[config.mk]
export PLATFORM = sky130hd
export DESIGN_NAME = spi_packet_scheduler
export DESIGN_NICKNAME = d
export VERILOG_FILES = /design/src/rtl/spi_packet_scheduler.sv
export SDC_FILE = /design/constraint.sdc
export NUM_CORES = 1
export LEC_CHECK = 0
export ABC_CLOCK_PERIOD_IN_PS = 1730
export CAP_MARGIN = 25
export CORE_MARGIN = 5
export CORE_UTILIZATION = 25
export CTS_CLUSTER_SIZE = 8
export DETAILED_ROUTE_END_ITERATION = 16
export HOLD_SLACK_MARGIN = 0.15
export SYNTH_ARGS = -nofsm -noshare
export SYNTH_HDL_FRONTEND = slang
export SYNTH_SLANG_ARGS = --single-unit
[constraint.sdc]
create_clock -name clk -period 1.73 [get_ports clk]
set_clock_uncertainty 0.1 [all_clocks]
set_input_delay 0.4325 -clock clk [delete_from_list [all_inputs] [get_ports clk]]
set_output_delay 0.4325 -clock clk [all_outputs]
set_load 0.02 [all_outputs]
[src/rtl/spi_packet_scheduler.sv]
// Round-robin scheduler sharing one packet disassembler between nreqs requesters.
// Holds each grant until the disassembler has emitted every beat of the packet.
module spi_packet_scheduler #(
  parameter  int nreqs     = 2,
  parameter  int nbits_in  = 16,
  parameter  int nbits_out = 8,
  localparam int num_beats = (nbits_in + nbits_out - 1) / nbits_out,
  localparam int src_bits  = (nreqs > 1) ? $clog2(nreqs) : 1
) (
  input  logic                      clk,
  input  logic                      reset,
  input  logic [nreqs-1:0]          req_val,
  output logic [nreqs-1:0]          req_rdy,
  input  logic [nreqs*nbits_in-1:0] req_msg,
  output logic                      dis_req_val,
  input  logic                      dis_req_rdy,
  output logic [nbits_in-1:0]       dis_req_msg,
  input  logic                      dis_resp_val,
  input  logic                      dis_resp_rdy,
  output logic [src_bits-1:0]       cur_src,
  output logic                      busy,
  output logic                      done
);

  localparam int cnt_bits = $clog2(num_beats) + 1;

  localparam logic [1:0] state_idle  = 2'd0;
  localparam logic [1:0] state_send  = 2'd1;
  localparam logic [1:0] state_drain = 2'd2;

  localparam logic [src_bits:0]   nreqs_w  = (src_bits+1)'(nreqs);
  localparam logic [cnt_bits-1:0] last_cnt = cnt_bits'(num_beats - 1);

  logic [1:0]          state;
  logic [src_bits-1:0] ptr;
  logic [cnt_bits-1:0] beat_cnt;
  logic [nbits_in-1:0] msg_reg;
  logic [src_bits-1:0] src_reg;

  logic [2*nreqs-1:0]  req_dbl;
  logic [nreqs-1:0]    req_rot;
  logic                found;
  logic [src_bits-1:0] offset;
  logic [src_bits:0]   win_sum;
  logic [src_bits-1:0] winner;
  logic [src_bits:0]   ptr_sum;
  logic [src_bits-1:0] ptr_next;
  logic [nreqs-1:0]    grant_vec;
  logic [nbits_in-1:0] sel_msg;
  logic                beat;
  logic                last_beat;
  logic                accept;

  // Rotate requests so bit 0 is the ptr slot; the lowest set bit is the winner.
  // NOTE: every signal driven here gets a default first so no latch is inferred.
  always_comb begin
    req_dbl = {req_val, req_val} >> ptr;
    req_rot = req_dbl[nreqs-1:0];
    found   = 1'b0;
    offset  = '0;
    for (int k = nreqs - 1; k >= 0; k--) begin
      if (req_rot[k]) begin
        found  = 1'b1;
        offset = src_bits'(k);
      end
    end
    win_sum = {1'b0, ptr} + {1'b0, offset};
    if (win_sum >= nreqs_w) win_sum = win_sum - nreqs_w;
    winner = win_sum[src_bits-1:0];

    ptr_sum  = {1'b0, winner} + (src_bits+1)'(1);
    ptr_next = (ptr_sum == nreqs_w) ? '0 : ptr_sum[src_bits-1:0];

    grant_vec = found ? (nreqs'(1) << winner) : '0;

    sel_msg = '0;
    for (int i = 0; i < nreqs; i++) begin
      if (winner == src_bits'(i)) sel_msg = req_msg[i*nbits_in +: nbits_in];
    end
  end

  // Grant is suppressed while reset is held so req_rdy drops immediately.
  assign req_rdy   = (state == state_idle && !reset) ? grant_vec : '0;
  assign accept    = (state == state_idle) && found;
  assign beat      = dis_resp_val & dis_resp_rdy;
  assign last_beat = beat_cnt == last_cnt;
  assign done      = beat && (state == state_drain) && last_beat;

  assign dis_req_val = state == state_send;
  assign dis_req_msg = msg_reg;
  assign busy        = state != state_idle;
  assign cur_src     = src_reg;

  // NOTE: sequential state uses non-blocking assignments only, so every flop
  // samples the pre-edge values regardless of statement order.
  always_ff @(posedge clk or posedge reset) begin
    if (reset) begin
      state    <= state_idle;
      ptr      <= '0;
      beat_cnt <= '0;
      msg_reg  <= '0;
      src_reg  <= '0;
    end else begin
      case (state)
        state_idle: begin
          if (accept) begin
            msg_reg <= sel_msg;
            src_reg <= winner;
            ptr     <= ptr_next;
            state   <= state_send;
          end
        end
        state_send: begin
          if (dis_req_rdy) begin
            beat_cnt <= '0;
            state    <= state_drain;
          end
        end
        state_drain: begin
          if (beat) begin
            beat_cnt <= beat_cnt + cnt_bits'(1);
            if (last_beat) state <= state_idle;
          end
        end
        default: state <= state_idle;
      endcase
    end
  end

endmodule

Word-level counts from Yosys, hierarchy flattened
Index checks and enable logic that the tools add are counted.
- multiplexer cells: 16
- multiply operators: 0
- divide/modulo/power cells: 0
- shift-type cells: 2
- reduce and logical (&&, ||, !) cells: 11
- eq/ne operators: 8
- magnitude comparators: 1
- $add $sub $neg: 4
- bitwise logic cells: 1
- operator list (operator ; number):
    $mux 16 ; 1
    $mux 2 ; 8
    $ne 2x2->1 const B ; 3
    $pmux 2 s3 ; 1
    $mux 1 ; 5
    $eq 2x1->1 const B ; 2
    $eq 2x2->1 const B ; 2
    $logic_and 1x1->1 ; 4
    $pmux 2 s2 ; 1
    $reduce_and 4->1 ; 1
    $reduce_bool 2->1 ; 2
    $shr 4x1->2 ; 1
    $reduce_and 3->1 ; 1
    $add 1x1->2 ; 1
    $add 1x1->2 const B ; 1
    $add 2x1->2 const B ; 1
    $ge 2x2->1 const B ; 1
    $logic_not 2->1 ; 1
    $ne 2x1->1 const B ; 1
    $reduce_and 2->1 ; 1
    $shl 1x1->2 const A ; 1
    $and 1x1->1 ; 1
    $logic_not 1->1 ; 1
    $sub 1x1->1 const B ; 1
- bits in read-only memories: 0
- input port bits: 39
- output and inout port bits: 22
- RAM bits: 0
- register bits after elaboration: 22
- bits in latches: 0
- memories kept: 0

Longest topological paths before layout
- depth after elaboration: 9
- mapped depth: 5
- gate-level depth less buffers: 5

Worst setup path after synthesis
No wires, ideal clock.
- path kind: flip-flop to output port
- from: register state[1]
- to: output req_rdy[1]
- arrival: 1.225 ns
- slack: -0.028 ns
- buffers on the path: 1
- cell stages (with the launch flop): 5
- cells stage by stage: dfrtp_1 -> nor2_4 -> nand3_4 -> buf_6 -> nor2_1
- longest elaborated chain between the ends: 3
- RTL lines (element ; line ; RTL):
    start, declared ; 34 ; logic [1:0] state;
    start signal, assigned ; 98 ; state <= state_idle;
    start signal, assigned ; 110 ; state <= state_send;
    start signal, assigned ; 116 ; state <= state_drain;
    $logic_not 2->1 ; 83 ; assign req_rdy = (state == state_idle && !reset) ? grant_vec : '0;
    $logic_and 1x1->1 ; 83 ;
    $mux 2 ; 83 ;
    end, declared ; 13 ; output logic [nreqs-1:0] req_rdy,
Every way passes these cells.

Worst setup path after layout
- from: register state[1]
- to: output busy
- longest elaborated chain between the ends: 1
- RTL lines (element ; line ; RTL):
    $reduce_bool 2->1 ; 91 ; assign busy = state != state_idle;
    end, declared ; 21 ; output logic busy,
Every way passes these cells.

==> results.toml <==
[worst_setup_path]
cp_slowest_stage_delay_ns = 0.44
path_buf_inv = 3
r2r_end = "beat_cnt[1]"
crit_path_cell_trace = "nor2_4 > buf_4 > inv_4 > buf_2"
critical_path_arrival_ns = 1.21
r2r_start = "state[1]"
crit_family = "flip-flops"
worstSetupPathType = "flop to primary output"
worst_path_max_delay_cell = "dfrtp_2"
reg2reg_depth = 8
startpoint_type = "flop"
end_kind = "primary output"
ff2ff_setup_slack_ns = 0.04
crit_path_max_fanout = 4
cp_data_required_time_ns = 1.20

[global_routing]
gr-total-overflow = 0
grt_max_degree = 23
grtUsageTotal_pct = 11.9
grt_pass1_wl_um = 5910
grt_pass1_vias = 1235
grt_antenna_before_repair = 0

[drt]
drt_wl_total_um = 3420
antenna_left = 0
drc = 0
via_count = 1157
detail_route.first_pass.iterations = 4
detail_route.wl_per_cell_um = 13.5
via_per_inst = 4.56
initialDrtViolationCount = 53

[placement]
port_buffers = 60
post_dp_cell_area_mm2 = 0.00192
place_hpwl_um = 2470
placed_cells = 246
gp_congestion = 0.741

[outcome]
failed_checks = "setup timing"
outcome = "complete, but fails checks"

[timing]
whs_ns = 0.398
rsz0062_at_grt = "true"
setup_ws_ns = -0.00827
hold_violations = 0
post-route-period-util_pct = 100
slew_violations = 0
fmax_ghz = 0.575
period_needed_ns = 1.74
relSlewSlack_pct = 49.4
setup_viol = 3
tightest_slew_ns = 0.758

[clock_tree]
clk_pin_slew_ns = 0.08
htree_num_levels = 1
cts_tree = "yes"
cts_root_buf = "clkbuf_8"
clockBufferDepth = 2
ctsHoldBuffers = 0
cts_made_buffers = 3
cts_num_sinks = 22
insertion_delay_ns = 0.26

[die]
fp-row-count = 25
dieArea_mm2 = 0.00624
ioPinCount = 61
start_util_pct = 25.6
core_mm2 = 0.00466
die_w_um = 79.0
dieHeight_um = 79.0

[synth]
async_reset_ff_share_pct = 100
synthFlopType = "dfrtp_1"
synth-seq-area-share_pct = 46.2
avgSynthCellArea_um2 = 9.68
ys_ff_latch = 22
synth_edf_count = 0
syn_inst = 123
synth_area_mm2 = 0.00119
yosysWarnings = 0
syn-num-nets = 163
yosysUniqueCellTypes = 25

[pwr]
cellPowerDensity_mw_per_mm2 = 1430
irDropWorstVdd_mv = 0.523
finalPower_mw = 2.88
p_leak_nw = 0.971

[cells_and_area]
layoutNonFillerInstCount = 254
diodes = 0
stdcell_area_mm2 = 0.00201
drive_gt1_share_pct = 23.5
area_growth_pct = 68.7
final_cell_mix = "inv_1 (35), clkdlybuf4s50_1 (34), dfrtp_1 (21), dlygate4sd2_1 (21), buf_4 (18)"
fin_nets = 242
final_common_cell = "inv_1"

[worst_hold_path]
hold_path_depth = 2
holdCritStartpoint = "dis_req_msg[13]"
hp-class = "flop to flop"
min_to = "dis_req_msg[13]"

[flow_run]
max-cap-violations = 0
==> where the power goes <==
part,total (mW),internal (mW),switching [mW]
Combinational,1.68,0.750,0.928
Sequential,0.882,0.759,0.123
Clock,0.322,0.155,0.166
==> stage by stage <==
| step | setup TNS [ns] | utilization, % | setup slack, ns |
|---|---|---|---|
| after global routing | -0.310 | 43.1 | -0.0670 |
| after CTS | -0.210 | 42.7 | -0.0565 |
| after global placement | -7.74 | 41.3 | -0.684 |
| after floorplan | 0 | - | 0.0642 |
| final | -0.0192 | 43.1 | -0.00827 |
| after detailed placement | -8.15 | 41.3 | -0.709 |
==> cell type report <==
class	instances	area (um^2)
multi-input combinational	61	502
sequential	22	552
inverter	36	138
tap	54	67.6
fill	492	2650
clock buffer	3	41.3
timing repair buffer	78	709
==> metal layers <==
metal | up-vias | part of all wire [%] | global-route usage (%) | wire (um)
li1 | 574 | - | - | -
met2 | 37 | 50 | 21.0 | 1700
met3 | 4 | 7.1 | 3.17 | 244
met1 | 542 | 42 | 14.4 | 1450
met5 | - | 0 | 0 | 0
met4 | 0 | 0.67 | 2.58 | 23
==> worst max-delay path by stage <==
stage | startpoint | to | cells past startpoint
detailed placement | req_val[0] | req_rdy[1] | 5
global placement | req_val[0] | req_rdy[1] | 5
CTS | state[1] | done | 5
finish | state[1] | busy | 4
floorplan | state[1] | req_rdy[1] | 4
global route | state[1] | req_rdy[1] | 4
==> worst register-to-register path: stages, from the launching register on <==
cell and delay (ns):
dfrtp_2 0.42, buf_6 0.11, nand3_4 0.07, buf_4 0.14, buf_4 0.12, buf_4 0.12
buf_4 0.12, buf_4 0.12, a221oi_1 0.27
==> sequential cells by signal, indices dropped and copies added (netlist names) <==
name	flops
beat_cnt	2
cur_src	1
ptr	1
state	2
dis_req_msg	16
==> cell families (layout without fill, tap and decap cells) <==
family / Yosys count / in the layout / share of synthesized area (%)
flops: 22 / 22 / 46.2
buf+inv: 40 / 117 / 14.8
fa+ha+maj: 1 / 1 / 1.05
simple gates: 19 / 19 / 10.5
compound gates: 41 / 41 / 27.4
==> synth_stat cells (2+ instances only) <==
library cell / instances / share of area [%]
inv_1: 35 / 11
dfrtp_1: 22 / 46
o21ai_0: 12 / 5.0
o221ai_1: 8 / 5.9
o221ai_2: 8 / 10
o21ai_1: 7 / 2.9
nor2_1: 4 / 1.3
buf_6: 3 / 2.8
nand2_1: 3 / 0.95
nand3_1: 3 / 1.3
a21oi_1: 2 / 0.84
nand2b_1: 2 / 1.1
nand3_4: 2 / 2.9
==> repair_timing <==
item | 4_1_cts | 5_1_grt
pin swaps | 4 | 3
setup buffers | 5 | 0
gates resized for setup | 52 | 5
endpoints found under the setup margin | 39 | 8
Power figures use the tool's default switching activity.
